### src/rtl/iopad_dir_sched_if.sv
// Register-file <-> pad-sequencer signal bundle for iopad_dir_sched.
// rf_lock exists only when IOPAD_DIR_LOCK_EN is defined.
interface iopad_dir_sched_if #(
    parameter int NUM_PAD = 2
);
    logic [NUM_PAD-1:0] rf_oen_req;
    logic [NUM_PAD-1:0] rf_ren_req;
    logic [NUM_PAD-1:0] pad_oen;
    logic [NUM_PAD-1:0] pad_ren;
    logic               busy;
    logic [NUM_PAD-1:0] chg_done;
`ifdef IOPAD_DIR_LOCK_EN
    logic               rf_lock;

    modport master (
        output rf_oen_req, rf_ren_req, rf_lock,
        input  pad_oen, pad_ren, busy, chg_done
    );
    modport slave (
        input  rf_oen_req, rf_ren_req, rf_lock,
        output pad_oen, pad_ren, busy, chg_done
    );
`else
    modport master (
        output rf_oen_req, rf_ren_req,
        input  pad_oen, pad_ren, busy, chg_done
    );
    modport slave (
        input  rf_oen_req, rf_ren_req,
        output pad_oen, pad_ren, busy, chg_done
    );
`endif
endinterface

### src/rtl/iopad_dir_sched.sv
// Round-robin pad direction/pull sequencer with a hi-Z, pull-off turnaround window.
// Optional IOPAD_DIR_LOCK_EN: rf_lock holds off new grants while asserted.
module iopad_dir_sched #(
    parameter int NUM_PAD  = 2,
    parameter int TURN_CYC = 4
) (
    input  logic              clk,
    input  logic              rst,
    iopad_dir_sched_if.slave  bus
);
    localparam int PTR_W = (NUM_PAD > 1) ? $clog2(NUM_PAD) : 1;

    typedef enum logic [2:0] {IDLE, SAFE, WAIT, APPLY, DRIVE, DONE} state_t;

    state_t             state, state_nxt;
    logic [PTR_W-1:0]   rr_ptr, gnt, pick;
    logic               pick_vld, grant, lock;
    logic [7:0]         cnt;
    logic               tgt_oen, tgt_ren;
    logic [NUM_PAD-1:0] oen, ren, pend, chg_done;
    logic               busy;
    int                 idx;

`ifdef IOPAD_DIR_LOCK_EN
    assign lock = bus.rf_lock;
`else
    assign lock = 1'b0;
`endif

    assign pend         = (bus.rf_oen_req ^ oen) | (bus.rf_ren_req ^ ren);
    assign bus.pad_oen  = oen;
    assign bus.pad_ren  = ren;
    assign bus.busy     = busy;
    assign bus.chg_done = chg_done;

    // Scan from the highest offset down so the nearest pending pad at/after rr_ptr wins.
    always_comb begin
        pick     = rr_ptr;
        pick_vld = 1'b0;
        idx      = 0;
        for (int i = NUM_PAD - 1; i >= 0; i--) begin
            idx = int'(rr_ptr) + i;
            if (idx >= NUM_PAD) idx = idx - NUM_PAD;
            if (pend[PTR_W'(idx)]) begin
                pick     = PTR_W'(idx);
                pick_vld = 1'b1;
            end
        end
    end

    always_comb begin
        state_nxt = state;
        grant     = 1'b0;
        case (state)
            IDLE: begin
                if (pick_vld && !lock) begin
                    grant     = 1'b1;
                    state_nxt = SAFE;
                end
            end
            SAFE:    state_nxt = WAIT;
            WAIT:    if (cnt == 8'd0) state_nxt = APPLY;
            APPLY:   state_nxt = tgt_oen ? DONE : DRIVE;
            DRIVE:   state_nxt = DONE;
            DONE:    state_nxt = IDLE;
            default: state_nxt = IDLE;
        endcase
    end

    always_ff @(posedge clk or posedge rst) begin
        if (rst) begin
            state    <= IDLE;
            rr_ptr   <= '0;
            cnt      <= '0;
            oen      <= '1;
            ren      <= '1;
            busy     <= 1'b0;
            chg_done <= '0;
        end else begin
            state    <= state_nxt;
            busy     <= (state_nxt != IDLE);
            chg_done <= '0;
            if (state_nxt == DONE) chg_done[gnt] <= 1'b1;
            case (state)
                SAFE: begin
                    oen[gnt] <= 1'b1;
                    ren[gnt] <= 1'b1;
                    cnt      <= 8'(TURN_CYC - 1);
                end
                WAIT: if (cnt != 8'd0) cnt <= cnt - 8'd1;
                // Pull settles first; driving is enabled one cycle later in DRIVE.
                APPLY: begin
                    ren[gnt] <= tgt_ren;
                    if (tgt_oen) oen[gnt] <= 1'b1;
                end
                DRIVE: oen[gnt] <= 1'b0;
                DONE:  rr_ptr <= (int'(gnt) == NUM_PAD - 1) ? '0 : gnt + 1'b1;
                default: ;
            endcase
        end
    end

    // Target is frozen at grant; later request edits are picked up by a new grant.
    always_ff @(posedge clk) begin
        if (grant) begin
            gnt     <= pick;
            tgt_oen <= bus.rf_oen_req[pick];
            tgt_ren <= bus.rf_ren_req[pick];
        end
    end
endmodule

### src/flat_wrapper.sv
// flat-port wrapper written by rule: the top's interface ports become plain ports
module iopad_dir_sched_flat 
#(
    parameter int NUM_PAD  = 2,
    parameter int TURN_CYC = 4
)
  (clk, rst, bus_rf_oen_req, bus_rf_ren_req, bus_pad_oen, bus_pad_ren, bus_busy, bus_chg_done);
  iopad_dir_sched_if #(.NUM_PAD(NUM_PAD)) bus_i ();
  input  logic clk;
  input  logic rst;
  input wire logic [$bits(bus_i.rf_oen_req)-1:0] bus_rf_oen_req;
  input wire logic [$bits(bus_i.rf_ren_req)-1:0] bus_rf_ren_req;
  output wire logic [$bits(bus_i.pad_oen)-1:0] bus_pad_oen;
  output wire logic [$bits(bus_i.pad_ren)-1:0] bus_pad_ren;
  output wire logic [$bits(bus_i.busy)-1:0] bus_busy;
  output wire logic [$bits(bus_i.chg_done)-1:0] bus_chg_done;
  assign bus_i.rf_oen_req = bus_rf_oen_req;
  assign bus_i.rf_ren_req = bus_rf_ren_req;
  assign bus_pad_oen = bus_i.pad_oen;
  assign bus_pad_ren = bus_i.pad_ren;
  assign bus_busy = bus_i.busy;
  assign bus_chg_done = bus_i.chg_done;
  iopad_dir_sched #(.NUM_PAD(NUM_PAD), .TURN_CYC(TURN_CYC)) u_core (.clk(clk), .rst(rst), .bus(bus_i));
endmodule
### config.mk
export PLATFORM = sky130hd
export DESIGN_NAME = iopad_dir_sched_flat
export DESIGN_NICKNAME = d
export VERILOG_FILES = /design/src/rtl/iopad_dir_sched_if.sv /design/src/rtl/iopad_dir_sched.sv /design/src/flat_wrapper.sv
export SDC_FILE = /design/constraint.sdc
export NUM_CORES = 1
export LEC_CHECK = 0
export BUFFER_PORTS_ARGS = -buffer_cell sky130_fd_sc_hd__buf_2
export CORE_MARGIN = 2
export CORE_UTILIZATION = 50
export CTS_CLUSTER_DIAMETER = 150
export DETAILED_ROUTE_END_ITERATION = 12
export GPL_ROUTABILITY_DRIVEN = 0
export PLACE_DENSITY = 0.79
export SYNTH_ARGS = -nofsm -noshare
export SYNTH_HDL_FRONTEND = slang
export SYNTH_SLANG_ARGS = --single-unit
### constraint.sdc
create_clock -name clk -period 1.9 [get_ports clk]
set_clock_uncertainty 0.1 [all_clocks]
set_input_delay 0.19 -clock clk [delete_from_list [all_inputs] [get_ports clk]]
set_output_delay 0.19 -clock clk [all_outputs]
set_load 0.02 [all_outputs]
==> results.tsv <==
metric	value	unit
finalCritPeriodShare	93.86	%
crit_fanout	5	
viasPerCell	5.494	
io_pins	13	
whs	0.08264	ns
fp.dieH	51.38	um
hp-start	bus_rf_ren_req[1]	
setup_violations	0	
final_common_cell	dfrtp_1	
crit_arrival	1.92	ns
status	completed	
ys_seq_area_share	50.84	%
min_to	u_core.tgt_ren	
drt-total-wl	1991	um
ant_nets	0	
hold_violations	0	
clk_pin_slew_worst_paths	0.12	ns
antenna_found_initial	0	
drc	0	
slew_viol_final	0	
max_freq	560.7	MHz
ir_drop	0.001080	V
max-cap-violations	0	
async_flop_share	86.36	%
reg2reg_to	u_core.cnt[4]	
cts_sinks	22	
setup.worst_path.start	u_core.cnt[0]	
synth_edf_count	3	
cts_made_buffers	3	
row_count	17	
ys_types	39	
rsz0062_at_grt	false	
drive_gt1_share	28.57	%
cp-end-kind	flop	
leakagePower	0.0005678	uW
first_pass_iters	4	
htree_levels	1	
grt_usage	17.12	%
synth_nets	116	
final_nets	134	
overflow	0	
layout_min_cycle_time	1.783	ns
cts_setup_buffers	0	
reg2reg_depth	5	
holdPathStages	2	
grt_max_degree	20	
synth-seq-cells	22	
p_total	2026	uW
cts_tree	built	
synth_warnings	0	
synth_top_flop_cell	dfrtp_1	
final_cell_mix	dfrtp_1 (15), buf_2 (12), inv_1 (8), nor2_1 (8), mux2i_1 (6)	
clk_latency	0.30	ns
drt_iter0_drc	14	
netlist_area	1122	sq um
worst_pin_slew	0.7017	ns
synthesis.instances	109	
cts-root-buf	clkbuf_4	
critical_path_class	flop to flop	
hp-class	input pin to flop	
vias	846	
dpl.hpwl	1487	um
die_w	51.38	um
clock_path_buffers	2	
powerDensity	1589	nW/um^2
coreArea	2170	sq um
grt_pass1_wl	3367	um
start_util	51.73	%
crit_path_start_kind	flop	
synth.avg_cell_area	10.30	sq um
grt_pass1_vias	826	
area_growth	13.60	%
portBuffers	12	
crit_required	2.04	ns
r2r_start	u_core.cnt[0]	
wire_per_inst	12.93	um
diodes	0	
die-area	2639	sq um
r2r_slack	0.12	ns
relSlewSlack	53.17	%
final.setup.tns	0	ns
## worst max path at each step
stage / end / slack (ns) / cells after the start
final: u_core.cnt[4] / 0.12 / 5
after global routing: u_core.cnt[4] / 0.05 / 5
after detailed placement: u_core.cnt[4] / 0.04 / 5
after CTS: u_core.cnt[4] / 0.02 / 5
after floorplan: u_core.cnt[2] / 0.07 / 5
after global placement: u_core.cnt[4] / 0.11 / 5
## registers in the layout (all words and copies together) (netlist names), named ones only
signal,count
u_core.cnt,8
u_core.state,3
u_core.bus.chg_done,2
u_core.bus.pad_ren,2
u_core.bus.busy,1
u_core.gnt,1
u_core.rr_ptr,1
u_core.tgt_oen,1
u_core.tgt_ren,1
## where the power goes
group          total [uW]  internal (uW)  switching (uW)
Sequential            831            697             134
Combinational         982            428             554
Clock                 213           76.6             136
## per-stage QoR
stage	cell area [sq um]	utilization, %	worst slack (ns)	instances
5_1_grt	1275	58.77	0.04729	154
3_5_place_dp	1227	56.57	0.04485	149
6_report	1275	58.77	0.1166	154
2_1_floorplan	1122	-	0.06849	109
4_1_cts	1264	58.25	0.01783	154
3_3_place_gp	1227	56.57	0.1086	149
## cells in the mapped netlist (2+ instances only)
library cell  instances  area [sq um]
mux2i_1               6         60.06
or3b_2                2         17.52
a21oi_1               5         25.02
nand3b_1              2         15.01
dfrtp_1              15         375.4
nand2b_1              3         18.77
mux2_2                4         45.04
nor4_1                3         18.77
or2_2                 3         18.77
or3_1                 2         12.51
nor3_1                2         10.01
o21ai_0               5         25.02
xor2_1                2         17.52
dfstp_2               4         105.1
nand2_1               5         18.77
edfxtp_1              3         90.09
inv_1                 8         30.03
a31oi_1               2         12.51
buf_1                 2         7.510
nor2_1                8         30.03
nand3_1               4         20.02
nor3b_1               2         15.01
## per-layer routing
metal | global-route usage (%) | wire (um) | vias to the layer above
met2 | 30.13 | 1058 | 15
li1 | - | - | 414
met5 | 0 | 0 | -
met1 | 20.34 | 854 | 413
met3 | 3.801 | 51 | 4
met4 | 6.140 | 27 | 0
## critical path, stage by stage (launching register included)
cell	delay, ns
dfrtp_1	0.42
inv_1	0.07
ha_2	0.20
or3b_4	0.39
or4_1	0.40
a21oi_1	0.13
## cells by family after synthesis
| kind of cell | Yosys count | synth area share, % |
|---|---|---|
| multiplexers | 10 | 9.364 |
| flip-flops | 22 | 50.84 |
| adder cells (fa/ha/maj) | 1 | 1.115 |
| buffers and inverters | 13 | 5.128 |
| AO/OA/AOI/OAI | 17 | 9.030 |
| AND/OR/NAND/NOR | 43 | 22.19 |
| XOR/XNOR | 3 | 2.342 |
## layout make-up
class / count / area (sq um)
Clock inverter: 1 / 3.754
Inverter: 8 / 30.03
Clock buffer: 3 / 22.52
Timing Repair Buffer: 18 / 107.6
Tap cell: 28 / 35.03
Fill cell: 204 / 894.6
Sequential cell: 22 / 570.5
Multi-Input combinational cell: 74 / 505.5
## timing repair
action	CTS	global route
hold buffers	1	0
gates resized for setup	0	3
endpoints found under the setup margin	0	3
hold endpoints to repair	15	0
No activity file was read; power rests on OpenSTA's default activity.
